[config.mk]
export PLATFORM = sky130hd
export DESIGN_NAME = arc4_seq_flat
export DESIGN_NICKNAME = d
export VERILOG_FILES = /design/src/rtl/arc4_seq_if.sv /design/src/rtl/arc4_seq.sv /design/src/flat_wrapper.sv
export SDC_FILE = /design/constraint.sdc
export NUM_CORES = 1
export LEC_CHECK = 0
export CORE_AREA = 2 2 89 99
export CTS_CLUSTER_DIAMETER = 30
export DETAILED_ROUTE_END_ITERATION = 16
export DIE_AREA = 0 0 91 101
export GPL_ROUTABILITY_DRIVEN = 0
export PLACE_DENSITY = 0.76
export SLEW_MARGIN = 20
export SYNTH_ARGS = -nofsm -noshare
export SYNTH_HDL_FRONTEND = slang
export SYNTH_SLANG_ARGS = --single-unit
[constraint.sdc]
create_clock -name clk -period 7.26 [get_ports clk]
set_clock_uncertainty 0.2 [all_clocks]
set_input_delay 1.452 -clock clk [delete_from_list [all_inputs] [get_ports clk]]
set_output_delay 1.452 -clock clk [all_outputs]
set_load 0.005 [all_outputs]
[src/rtl/arc4_seq_if.sv]
// ARC4 sequencer bus: start handshake, sub-block handshakes, per-sub-block
// S-memory requests, the muxed S-memory port and status.
interface arc4_seq_if;
  logic        en;
  logic        rdy;
  logic [23:0] key;
  logic [23:0] key_q;

  logic        init_en,  ksa_en,  prga_en;
  logic        init_rdy, ksa_rdy, prga_rdy;

  logic [7:0]  init_addr, init_wrdata;
  logic        init_wren;
  logic [7:0]  ksa_addr,  ksa_wrdata;
  logic        ksa_wren;
  logic [7:0]  prga_addr, prga_wrdata;
  logic        prga_wren;

  logic [7:0]  s_addr, s_wrdata;
  logic        s_wren;

  logic [1:0]  phase;
  logic        done;
  logic [23:0] cyc_count;

  // sequencer side
  modport slave (
    input  en, key,
    input  init_rdy, ksa_rdy, prga_rdy,
    input  init_addr, init_wrdata, init_wren,
    input  ksa_addr,  ksa_wrdata,  ksa_wren,
    input  prga_addr, prga_wrdata, prga_wren,
    output rdy, key_q,
    output init_en, ksa_en, prga_en,
    output s_addr, s_wrdata, s_wren,
    output phase, done, cyc_count
  );

  // controller / sub-block side
  modport master (
    output en, key,
    output init_rdy, ksa_rdy, prga_rdy,
    output init_addr, init_wrdata, init_wren,
    output ksa_addr,  ksa_wrdata,  ksa_wren,
    output prga_addr, prga_wrdata, prga_wren,
    input  rdy, key_q,
    input  init_en, ksa_en, prga_en,
    input  s_addr, s_wrdata, s_wren,
    input  phase, done, cyc_count
  );
endinterface

[src/rtl/arc4_seq.sv]
// ARC4 top-level sequencer: runs INIT, KSA, PRGA in order with a
// req/ack/run handshake per sub-block, owns the S-memory mux and counts
// elapsed cycles.
module arc4_seq (
  input  logic       clk,
  input  logic       rst_n,
  arc4_seq_if.slave  bus
);

  typedef enum logic [3:0] {
    IDLE,
    INIT_REQ, INIT_ACK, INIT_RUN,
    KSA_REQ,  KSA_ACK,  KSA_RUN,
    PRGA_REQ, PRGA_ACK, PRGA_RUN,
    DONE
  } state_t;

  localparam logic [23:0] CYC_MAX = 24'hFFFFFF;

  state_t      state;
  logic [23:0] key_q;
  logic [23:0] cyc;
  logic        done_q;
  logic [1:0]  phase;
  logic        cur_rdy;

  // sub-block requests, index = phase - 1
  logic [2:0][7:0] sub_addr;
  logic [2:0][7:0] sub_wd;
  logic [2:0]      sub_we;
  logic [2:0]      sub_rdy;
  logic [1:0]      own;

  assign sub_addr = {bus.prga_addr,   bus.ksa_addr,   bus.init_addr};
  assign sub_wd   = {bus.prga_wrdata, bus.ksa_wrdata, bus.init_wrdata};
  assign sub_we   = {bus.prga_wren,   bus.ksa_wren,   bus.init_wren};
  assign sub_rdy  = {bus.prga_rdy,    bus.ksa_rdy,    bus.init_rdy};
  assign own      = phase - 2'd1;

  // phase decode; IDLE and DONE own nothing
  always_comb begin
    phase = 2'd0;
    case (state)
      INIT_REQ, INIT_ACK, INIT_RUN: phase = 2'd1;
      KSA_REQ,  KSA_ACK,  KSA_RUN:  phase = 2'd2;
      PRGA_REQ, PRGA_ACK, PRGA_RUN: phase = 2'd3;
      default:                      phase = 2'd0;
    endcase
  end

  // ready flag of the sub-block owning the current phase
  always_comb begin
    cur_rdy = 1'b0;
    if (phase != 2'd0) cur_rdy = sub_rdy[own];
  end

  // sequencer FSM, key latch, done pulse and saturating cycle counter
  always_ff @(posedge clk or negedge rst_n) begin
    if (!rst_n) begin
      state  <= IDLE;
      key_q  <= '0;
      cyc    <= '0;
      done_q <= 1'b0;
    end else begin
      done_q <= 1'b0;
      if (state != IDLE && state != DONE && cyc != CYC_MAX) cyc <= cyc + 24'd1;
      case (state)
        IDLE: if (bus.en) begin
          state <= INIT_REQ;
          key_q <= bus.key;
          cyc   <= '0;
        end
        INIT_REQ: if (cur_rdy)  state <= INIT_ACK;
        INIT_ACK: if (!cur_rdy) state <= INIT_RUN;
        INIT_RUN: if (cur_rdy)  state <= KSA_REQ;
        KSA_REQ:  if (cur_rdy)  state <= KSA_ACK;
        KSA_ACK:  if (!cur_rdy) state <= KSA_RUN;
        KSA_RUN:  if (cur_rdy)  state <= PRGA_REQ;
        PRGA_REQ: if (cur_rdy)  state <= PRGA_ACK;
        PRGA_ACK: if (!cur_rdy) state <= PRGA_RUN;
        PRGA_RUN: if (cur_rdy) begin
          state  <= DONE;
          done_q <= 1'b1;
        end
        DONE:     state <= IDLE;
        default:  state <= IDLE;
      endcase
    end
  end

  // start pulses: only in X_REQ with the sub-block ready; the FSM leaves
  // X_REQ on that same edge, so a pulse never lasts two cycles
  assign bus.init_en = (state == INIT_REQ) && bus.init_rdy;
  assign bus.ksa_en  = (state == KSA_REQ)  && bus.ksa_rdy;
  assign bus.prga_en = (state == PRGA_REQ) && bus.prga_rdy;

  assign bus.rdy       = (state == IDLE);
  assign bus.key_q     = key_q;
  assign bus.phase     = phase;
  assign bus.done      = done_q;
  assign bus.cyc_count = cyc;

  // S-memory mux: only the phase owner reaches the port
  always_comb begin
    bus.s_addr   = 8'd0;
    bus.s_wrdata = 8'd0;
    bus.s_wren   = 1'b0;
    if (phase != 2'd0) begin
      bus.s_addr   = sub_addr[own];
      bus.s_wrdata = sub_wd[own];
      bus.s_wren   = sub_we[own];
    end
  end

endmodule
[src/flat_wrapper.sv]
// flat-port wrapper written by rule: the top's interface ports become plain ports
module arc4_seq_flat 
  (clk, rst_n, bus_en, bus_key, bus_init_rdy, bus_ksa_rdy, bus_prga_rdy, bus_init_addr, bus_init_wrdata, bus_init_wren, bus_ksa_addr, bus_ksa_wrdata, bus_ksa_wren, bus_prga_addr, bus_prga_wrdata, bus_prga_wren, bus_rdy, bus_key_q, bus_init_en, bus_ksa_en, bus_prga_en, bus_s_addr, bus_s_wrdata, bus_s_wren, bus_phase, bus_done, bus_cyc_count);
  arc4_seq_if bus_i ();
  input  logic clk;
  input  logic rst_n;
  input wire logic [$bits(bus_i.en)-1:0] bus_en;
  input wire logic [$bits(bus_i.key)-1:0] bus_key;
  input wire logic [$bits(bus_i.init_rdy)-1:0] bus_init_rdy;
  input wire logic [$bits(bus_i.ksa_rdy)-1:0] bus_ksa_rdy;
  input wire logic [$bits(bus_i.prga_rdy)-1:0] bus_prga_rdy;
  input wire logic [$bits(bus_i.init_addr)-1:0] bus_init_addr;
  input wire logic [$bits(bus_i.init_wrdata)-1:0] bus_init_wrdata;
  input wire logic [$bits(bus_i.init_wren)-1:0] bus_init_wren;
  input wire logic [$bits(bus_i.ksa_addr)-1:0] bus_ksa_addr;
  input wire logic [$bits(bus_i.ksa_wrdata)-1:0] bus_ksa_wrdata;
  input wire logic [$bits(bus_i.ksa_wren)-1:0] bus_ksa_wren;
  input wire logic [$bits(bus_i.prga_addr)-1:0] bus_prga_addr;
  input wire logic [$bits(bus_i.prga_wrdata)-1:0] bus_prga_wrdata;
  input wire logic [$bits(bus_i.prga_wren)-1:0] bus_prga_wren;
  output wire logic [$bits(bus_i.rdy)-1:0] bus_rdy;
  output wire logic [$bits(bus_i.key_q)-1:0] bus_key_q;
  output wire logic [$bits(bus_i.init_en)-1:0] bus_init_en;
  output wire logic [$bits(bus_i.ksa_en)-1:0] bus_ksa_en;
  output wire logic [$bits(bus_i.prga_en)-1:0] bus_prga_en;
  output wire logic [$bits(bus_i.s_addr)-1:0] bus_s_addr;
  output wire logic [$bits(bus_i.s_wrdata)-1:0] bus_s_wrdata;
  output wire logic [$bits(bus_i.s_wren)-1:0] bus_s_wren;
  output wire logic [$bits(bus_i.phase)-1:0] bus_phase;
  output wire logic [$bits(bus_i.done)-1:0] bus_done;
  output wire logic [$bits(bus_i.cyc_count)-1:0] bus_cyc_count;
  assign bus_i.en = bus_en;
  assign bus_i.key = bus_key;
  assign bus_i.init_rdy = bus_init_rdy;
  assign bus_i.ksa_rdy = bus_ksa_rdy;
  assign bus_i.prga_rdy = bus_prga_rdy;
  assign bus_i.init_addr = bus_init_addr;
  assign bus_i.init_wrdata = bus_init_wrdata;
  assign bus_i.init_wren = bus_init_wren;
  assign bus_i.ksa_addr = bus_ksa_addr;
  assign bus_i.ksa_wrdata = bus_ksa_wrdata;
  assign bus_i.ksa_wren = bus_ksa_wren;
  assign bus_i.prga_addr = bus_prga_addr;
  assign bus_i.prga_wrdata = bus_prga_wrdata;
  assign bus_i.prga_wren = bus_prga_wren;
  assign bus_rdy = bus_i.rdy;
  assign bus_key_q = bus_i.key_q;
  assign bus_init_en = bus_i.init_en;
  assign bus_ksa_en = bus_i.ksa_en;
  assign bus_prga_en = bus_i.prga_en;
  assign bus_s_addr = bus_i.s_addr;
  assign bus_s_wrdata = bus_i.s_wrdata;
  assign bus_s_wren = bus_i.s_wren;
  assign bus_phase = bus_i.phase;
  assign bus_done = bus_i.done;
  assign bus_cyc_count = bus_i.cyc_count;
  arc4_seq u_core (.clk(clk), .rst_n(rst_n), .bus(bus_i));
endmodule
After elaboration in Yosys (flattened, before gate mapping)
Memory sizes are Yosys's and may differ from the RTL's.
Index checks and enable logic that the tools add are counted.
- add/sub/neg operators: 2
- $lt $le $gt $ge: 1
- equality and inequality tests: 21
- multiplexer cells: 28
- reductions and logical operators: 10
- operators by type and width (cell ; number):
    24-bit 2-to-1 mux ; 3
    4-bit 2-to-1 mux ; 10
    4-bit case mux with 10 select lines ; 1
    8-bit binary-select mux with 2-bit select ; 2
    8-bit 2-to-1 mux ; 4
    24-bit by 1-bit adder with 24-bit output (second input constant) ; 1
    24-bit inequality test (second input constant) ; 1
    4-bit by 3-bit == test with 1-bit output (second input constant) ; 4
    2-bit by 1-bit inequality test with 1-bit output (second input constant) ; 6
    10-bit AND reduction ; 1
    4-bit by 2-bit == test with 1-bit output (second input constant) ; 2
    4-bit == test (second input constant) ; 2
    2-bit inequality test (second input constant) ; 4
    1-bit 2-to-1 mux ; 6
    1-bit logical AND ; 5
    1-bit binary-select mux with 2-bit select ; 2
    4-bit by 1-bit == test with 1-bit output (second input constant) ; 1
    4-bit zero test ; 1
    4-bit inequality test (second input constant) ; 1
    4-bit nonzero test ; 1
    2-bit by 3-bit < comparator with 1-bit output (second input constant) ; 1
    2-bit AND reduction ; 1
    2-bit nonzero test ; 1
    2-bit by 1-bit subtractor with 2-bit output (second input constant) ; 1
- flip-flop bits (word level): 53
- memory bits (read-only): 32
- input bits: 81
- output and inout port bits: 72
- memories: 1
- memory list (name ; depth ; bits a word ; read ports ; clocked after memory_dff ; wr ports ; RTL line ; RTL):
    (no name shown) ; 16 ; 2 ; 1 ; 0 ; 0 ; arc4_seq.sv:43 ; case (state)

Logic depth before layout (Yosys ltp)
Gate-level depths: netlist (run 1).
An unclocked memory read counts as a cell.
- word-level depth: 7
- mapped depth: 11
- depth with buffers taken out: 8

Worst setup path after synthesis (run 1)
Ideal clock, no wire load.
- path kind: register to output
- start point: register u_core.state[3]
- end point: output bus_s_addr[2]
- arrival time: 2.747 ns
- path slack: 2.861 ns
- cell stages (with the launch flop): 12
- path through: dfrtp_1 buf_6 o21ba_2 o211ai_2 clkbuf_1 ha_1 clkbuf_1 buf_1 mux2i_1 nor2_1 a31oi_1 nor2_1
- cells in the longest elaborated chain, start to end: 5
- RTL lines (what ; RTL line ; RTL):
    from (decl) ; arc4_seq.sv:20 ; state_t state;
    from (signal assigned) ; arc4_seq.sv:60 ; state <= IDLE;
    from (signal assigned) ; arc4_seq.sv:69 ; state <= INIT_REQ;
    from (signal assigned) ; arc4_seq.sv:73 ; INIT_REQ: if (cur_rdy) state <= INIT_ACK;
    memory read 16 x 2 bit (*) ; n/a ;
    2-bit by 1-bit subtractor with 2-bit output ; arc4_seq.sv:38 ; assign own = phase - 2'd1;
    8-bit binary-select mux with 2-bit select ; arc4_seq.sv:109 ; bus.s_addr = sub_addr[own];
    8-bit 2-to-1 mux (not written as such) ; arc4_seq.sv:109 ;
    8-bit 2-to-1 mux (*) ; arc4_seq.sv:108 ; if (phase != 2'd0) begin
    to (decl) ; flat_wrapper.sv:26 ; output wire logic [$bits(bus_i.s_addr)-1:0] bus_s_addr;
Every way passes the cells marked *; elsewhere a longest branch is shown, timed or not. The select of a mux whose other input is x is not followed.

Worst setup path in the final report (run 1)
- start point: register u_core.state[3]
- end point: output bus_s_wrdata[5]
- cells in the longest elaborated chain, start to end: 5
- RTL lines (what ; RTL line ; RTL):
    memory read 16 x 2 bit (*) ; n/a ;
    2-bit by 1-bit subtractor with 2-bit output ; arc4_seq.sv:38 ;
    8-bit binary-select mux with 2-bit select ; arc4_seq.sv:110 ; bus.s_wrdata = sub_wd[own];
    8-bit 2-to-1 mux (not written as such) ; arc4_seq.sv:110 ;
    8-bit 2-to-1 mux (*) ; arc4_seq.sv:108 ;
    to (decl) ; flat_wrapper.sv:27 ; output wire logic [$bits(bus_i.s_wrdata)-1:0] bus_s_wrdata;
Marked as above.

==> results of run 1 <==
per-stage QoR:
stage,util,hold WS [ns],cells,setup slack [ns]
2_1_floorplan,-,0.270,369,2.86
3_3_place_gp,0.563,0.256,615,2.78
3_5_place_dp,0.563,0.265,615,2.69
4_1_cts,0.573,0.290,623,2.35
5_1_grt,0.573,0.311,623,2.12
6_report,0.573,0.284,623,2.37
metal layers:
layer  GRT usage  up-vias
met2       0.343      152
met5           0        -
met3      0.0606        9
li1            -     1571
met1       0.227     1490
met4      0.0396        0
cell type report:
| class | count | area [sq um] |
|---|---|---|
| Clock buffer | 6 | 72.6 |
| Clock inverter | 2 | 15.0 |
| Fill cell | 755 | 3510 |
| Inverter | 7 | 26.3 |
| Multi-Input combinational cell | 287 | 1590 |
| Sequential cell | 53 | 1330 |
| Tap cell | 111 | 139 |
| Timing Repair Buffer | 157 | 1550 |
worst max-delay path by stage:
stage,slack [ns],start,end,cells past startpoint
floorplan,2.86,u_core.state[3],bus_s_addr[2],11
global placement,2.78,bus_ksa_rdy,bus_ksa_en,4
detailed placement,2.69,u_core.state[3],bus_s_wrdata[6],10
CTS,2.35,u_core.state[3],bus_s_wrdata[6],10
global route,2.12,u_core.state[3],bus_s_addr[3],10
finish,2.37,u_core.state[3],bus_s_wrdata[5],10
power groups by stage:
| stage | Combinational (W) | Sequential [W] | Clock (W) |
|---|---|---|---|
| 5_1_grt | 0.00138 | 0.000506 | 0.000185 |
| 2_1_floorplan | 0.000699 | 0.000467 | 0 |
| 4_1_cts | 0.00127 | 0.000487 | 0.000172 |
| 6_report | 0.00125 | 0.000487 | 0.000165 |
| 3_3_place_gp | 0.00123 | 0.000485 | 0 |
| 3_5_place_dp | 0.00126 | 0.000494 | 0 |
registers in the layout (all words and copies together) (netlist names):
signal                cells
u_core.state              4
u_core.bus.cyc_count     24
u_core.bus.key_q         24
u_core.bus.done           1
cell usage in the layout (no fill, tap or decap), types with 3 or more instances in the layout:
cell type	Yosys	final
xnor2_1	4	4
nor4_1	3	3
o211ai_1	5	5
o21ai_0	11	11
a21oi_1	9	9
inv_1	7	7
nand3_1	7	7
a41o_1	3	3
nand2_1	96	96
dfrtp_1	53	53
or3_1	8	8
clkdlybuf4s50_1	0	151
nand4_1	5	5
mux2i_1	20	20
a31oi_1	22	22
nor2_1	51	51
o31ai_1	5	5
nor3_1	4	4
clkbuf_8	0	5
buf_4	0	5
worst min-delay path, cell delays in order, from the launching register on:
cell	delay, ns
dfrtp_1	0.35
nand2_1	0.05
nand2_1	0.05
cells by family (layout without fill, tap and decap cells):
kind of cell,after synthesis,after routing
simple gates,192,192
compound gates,66,66
flops,53,53
buf+inv,29,172
mux,22,22
xor+xnor,5,5
fa+ha+maj,2,2
==> out/qor.yml, run 1 <==
clock_tree:
  clk_latency_ns: 0.30
  clock-sinks: 53
  cts_tree: "built"
  cts_root_buf: "clkbuf_8"
  clockBufferDepth: 2
  ctsResizeCount: 0
  clkSlewWorstSetupHoldPaths_ns: 0.10
  cts_setup_buffers: 0
  cts_inserted_buffers: 5
  cts_hold_buf: 0
  cts.htree.levels: 2
drt:
  drc: 0
  routed-wl-met3_microns: 815
  wirelength_mm: 8.74
  wl_per_cell_microns: 14.0
  wl_met2_mm: 4.16
  vias_per_cell: 5.17
  route.vias.total: 3222
  final_antenna_net_count: 0
  wl_met1_mm: 3.69
  drt_iter0_drc: 103
  first_pass_iters: 4
  dr.max_layer_used: "met4"
placement:
  dp_hpwl_mm: 6.62
  placed_cell_area_sq_um: 4630
  io_buffers: 152
floorplan:
  fp.dieH_microns: 101
  coreArea_sq_um: 8230
  fp-row-count: 35
  ioPinCount: 153
  start_util: 0.369
  dieWidth_microns: 91
  die_area_sq_um: 9190
critical_path:
  ff2ff_setup_slack_ns: 3.95
  r2r_end: "u_core.state[2]"
  crit_fanout: 37
  path_cells: "o21ba_2, o211ai_2, buf_4, ha_1, buf_4, mux2i_1, nor2_1, a31oi_1, nor2_1, clkdlybuf4s50_1"
  rr_worst_depth: 8
  path_class: "register to primary output"
  critPathMaxStageDelay_ns: 0.65
  cp-end-kind: "primary output"
  crit_required_ns: 5.61
  slowest_stage: "dfrtp_1"
  worstPathArrival_ns: 3.24
  r2r_start: "u_core.state[3]"
  start_kind: "register"
  path_delay_family: "buffers and inverters"
  critPathBufInv: 3
sta:
  max_freq_ghz: 0.204
  timing.setup.tns_ns: 0
  maxSlewViolCount: 0
  slew_headroom: 0.496
  fin_crit_sh: 0.674
  tightest_slew_ns: 0.752
  finalCriticalPeriod_ns: 4.89
  setup_viol: 0
  hold_violations: 0
  rsz0062_at_grt: "no"
synth:
  synth_cell_types: 48
  synth_most_common_cell: "nand2_1"
  synth-xor-area-share: 0.0144
  syn_area_per_cell_sq_um: 8.24
  synthCells: 369
  ys_seq_area_frac: 0.436
  synth_top_family_by_area: "simple AND/OR/NAND/NOR gates"
  synthTopCellsByArea: "dfrtp_1 (44%), nand2_1 (12%), mux2i_1 (6.6%)"
  syn_area_sq_um: 3040
  synth-seq-cells: 53
  synth_area_leader_cell: "dfrtp_1"
  synth_simple_gate_area_frac: 0.280
  synth_mux_area_frac: 0.0733
  synth_edf_count: 0
  synth-compound-area-share: 0.147
  synthTopCellsByCount: "nand2_1 (96), dfrtp_1 (53), nor2_1 (51)"
  syn_nets: 452
  async_reset_ff_frac: 1.00
  synth_top_area_frac: 0.436
  yosysWarningCount: 0
  synthAdderAreaFrac: 0.00823
  synth_ff_type: "dfrtp_1"
power_and_ir_drop:
  switching_share: 0.406
  power.total_w: 0.00190
  powerDensity_nw_per_um2: 402
  p_sw_w: 0.000772
  peakVddDrop_mv: 0.384
  sequentialPowerShare: 0.257
  pwr-share-comb: 0.656
  leakagePower_nw: 2.07
  p_int_w: 0.00113
  power_frac_clock: 0.087
cells_and_area:
  synthToLayoutAreaGrowth_pct: 55.3
  final_nets: 594
  final_area_sq_um: 4720
  diodes: 0
  drive_gt1_frac: 0.0469
min_path:
  worstHoldPathCells: 2
  min_from: "u_core.bus.key_q[1]"
  hold_class: "register to register"
  hold_end: "u_core.bus.key_q[1]"
global_route:
  grt_pass1_wl_mm: 14.6
  antenna_found_initial: 0
  grt_pass1_vias: 3152
  grt.total_usage: 0.192
  grt-ovfl-total: 0
  grt_max_degree: 54
flow_run:
  drv_cap: 0
run_status:
  outcome: "finished, final reports clean"
Power figures use the tool's default switching activity.
==> inputs of run 2 (changes only) <==
--- a/config.mk
+++ b/config.mk
@@ -5,12 +5,12 @@
 export SDC_FILE = /design/constraint.sdc
 export NUM_CORES = 1
 export LEC_CHECK = 0
-export CORE_AREA = 2 2 89 99
+export CORE_AREA = 2 2 90 101
 export CTS_CLUSTER_DIAMETER = 30
 export DETAILED_ROUTE_END_ITERATION = 16
-export DIE_AREA = 0 0 91 101
+export DIE_AREA = 0 0 92 103
 export GPL_ROUTABILITY_DRIVEN = 0
-export PLACE_DENSITY = 0.76
+export PLACE_DENSITY = 0.77
 export SLEW_MARGIN = 20
 export SYNTH_ARGS = -nofsm -noshare
 export SYNTH_HDL_FRONTEND = slang
==> constraint.sdc (replaced) <==
create_clock -name clk -period 4.5 [get_ports clk]
set_clock_uncertainty 0.2 [all_clocks]
set_input_delay 0.9 -clock clk [delete_from_list [all_inputs] [get_ports clk]]
set_output_delay 0.9 -clock clk [all_outputs]
set_load 0.005 [all_outputs]
==> run 2 against run 1 <==
Effect of this change: flip-flop and latch count unchanged; highest routed layer unchanged; register-to-register slack worse by 2.5 ns; die area increased by 3.1%; total power increased by 62%; combinational power up 62%.
==> out/qor.yml, run 2 (synthesized netlist as in run 1, its figures left out) <==
critical_path:
  r2r_start: "u_core.state[2]"  # was u_core.state[3]
  path_delay_family: "buffers and inverters"  # unchanged
  path_cells: "nor2_1, a21oi_1, ha_1, buf_4, mux2i_1, nor2_1, a31oi_1, nor2_1, clkdlybuf4s50_1"  # was o21ba_2, o211ai_2, buf_4, ha_1, buf_4, mux2i_1, nor2_1, a31oi_1, nor2_1, clkdlybuf4s50_1
  path_class: "register to primary output"  # unchanged
  worstPathArrival_ns: 2.97  # was 3.24 ns
  crit_required_ns: 3.40  # was 5.61 ns
  critPathBufInv: 2  # was 3
  critPathMaxStageDelay_ns: 0.52  # was 0.65 ns
  worst_path_most_repeated_cell: "nor2_1"
  slowest_stage: "dfrtp_1"  # unchanged
  rr_worst_depth: 9  # was 8
  ff2ff_setup_slack_ns: 1.49  # was 3.95 ns
  r2r_end: "u_core.state[2]"  # unchanged
  cp-end-kind: "primary output"  # unchanged
  crit_fanout: 36  # was 37
  start_kind: "register"  # unchanged
clock_tree:
  cts_hold_buf: 0  # unchanged
  cts_root_buf: "clkbuf_8"  # unchanged
  clockBufferDepth: 2  # unchanged
  clkSlewWorstSetupHoldPaths_ns: 0.10  # about the same
  cts_tree: "built"  # unchanged
  cts.htree.levels: 2  # unchanged
  clock-sinks: 53  # unchanged
  clk_latency_ns: 0.31  # was 0.30 ns
  cts_setup_buffers: 0  # unchanged
  cts_inserted_buffers: 5  # unchanged
  ctsResizeCount: 0  # unchanged
sta:
  slew_headroom: 0.459  # was 0.496
  rsz0062_at_grt: "no"  # unchanged
  fin_crit_sh: 0.903
  hold_violations: 0  # unchanged
  maxSlewViolCount: 0  # unchanged
  tightest_slew_ns: 0.808  # was 0.752 ns
  setup_viol: 0  # unchanged
  finalCriticalPeriod_ns: 4.07
  max_freq_ghz: 0.246
  timing.setup.tns_ns: 0  # unchanged
drt:
  wl_per_cell_microns: 14.2  # was 14.0 microns
  vias_per_cell: 5.09  # was 5.17
  first_pass_iters: 4  # unchanged
  route.vias.total: 3184  # was 3222
  drt_iter0_drc: 93  # was 103
  drc: 0  # unchanged
  final_antenna_net_count: 0  # unchanged
  wirelength_mm: 8.86  # was 8.74 mm
floorplan:
  coreArea_sq_um: 8560  # was 8230 sq um
  fp.dieH_microns: 103  # was 101 microns
  fp-row-count: 36  # was 35
  dieWidth_microns: 92  # was 91 microns
  die_area_sq_um: 9480  # was 9190 sq um
  start_util: 0.355  # was 0.369
  ioPinCount: 153  # unchanged
cells_and_area:
  diodes: 0  # unchanged
  final_cell_mix: "clkdlybuf4s50_1 (151), nand2_1 (95), dfrtp_1 (53)"  # was clkdlybuf4s50_1 (151), nand2_1 (96), dfrtp_1 (53)
  filler_cell_count: 791  # was 755
  drive_gt1_frac: 0.0489  # was 0.0469
  final_common_cell: "clkdlybuf4s50_1"  # unchanged
  synthToLayoutAreaGrowth_pct: 55.5  # was 55.3%
  final_nets: 593  # was 594
min_path:
  hold_class: "input port to asynchronous set/reset pin"  # was register to register
power_and_ir_drop:
  powerDensity_nw_per_um2: 651  # was 402 nW/um^2
  peakVddDrop_mv: 0.929  # was 0.384 mV
  power.total_w: 0.00308  # was 0.00190 W
  leakagePower_nw: 2.08  # was 2.07 nW
placement:
  dp_hpwl_mm: 6.89  # was 6.62 mm
  io_buffers: 152  # unchanged
global_route:
  grt_pass1_vias: 3032  # was 3152
  met2_usage: 0.327  # was 0.343
  busiest_layer: "met2"  # unchanged
  antenna_found_initial: 0  # unchanged
  grt-ovfl-total: 0  # unchanged
  grt.total_usage: 0.183  # was 0.192
  grt_pass1_wl_mm: 14.0  # was 14.6 mm
  grt.met3_usage: 0.0607  # was 0.0606
  grt_max_degree: 41  # was 54
  grt_use_met1: 0.211  # was 0.227
flow_run:
  drv_cap: 0  # unchanged
run_status:
  outcome: "finished, final reports clean"  # unchanged
==> run 2: power by group <==
group          switching, W  internal (W)  total, W
Clock              0.000153      0.000125  0.000278
Sequential         0.000152      0.000632  0.000784
Combinational      0.000940       0.00108   0.00202
==> run 2: how the worst max path moves through the flow <==
stage	from	end	slack, ns	cells past startpoint
CTS	u_core.state[2]	bus_s_wren	0.43	9
detailed placement	u_core.state[2]	bus_s_wren	0.78	9
global route	u_core.state[1]	bus_s_wren	0.20	9
finish	u_core.state[2]	bus_s_wren	0.43	9
floorplan	u_core.state[3]	bus_s_addr[2]	0.65	11
global placement	u_core.state[3]	bus_s_wren	0.85	9
==> run 2: worst reg2reg max path, cell delays in order, from the launching register on <==
cell	delay, ns
dfrtp_1	0.52
nor2_1	0.27
a21oi_1	0.14
ha_1	0.31
buf_4	0.39
mux2i_1	0.24
nor2_1	0.05
mux2_2	0.35
nand3_1	0.11
mux2_2	0.33
==> run 2: routing by layer <==
metal | share of wire | wire length, microns | up-vias
met4 | 0.020 | 174 | 0
li1 | - | - | 1562
met1 | 0.41 | 3620 | 1440
met3 | 0.11 | 942 | 14
met2 | 0.47 | 4120 | 168
met5 | 0 | 0 | -
==> run 2: area by class of cell <==
type	instances	area [sq um]	share of cell area
Multi-Input combinational cell	287	1590	0.336
Timing Repair Buffer	156	1550	0.327
Sequential cell	53	1330	0.280
Tap cell	114	143	0.0302
Clock buffer	6	82.6	0.0175
Inverter	7	26.3	0.00556
Clock inverter	2	13.8	0.00291
==> run 2: through the flow <==
stage	worst slack [ns]	instances	utilization	cell area [sq um]	hold WS, ns
finish	0.434	625	0.552	4730	0.280
global placement	0.847	617	0.541	4630	0.256
global route	0.200	625	0.552	4730	0.283
floorplan	0.653	369	-	3040	0.270
detailed placement	0.776	617	0.541	4630	0.262
CTS	0.426	625	0.552	4730	0.284
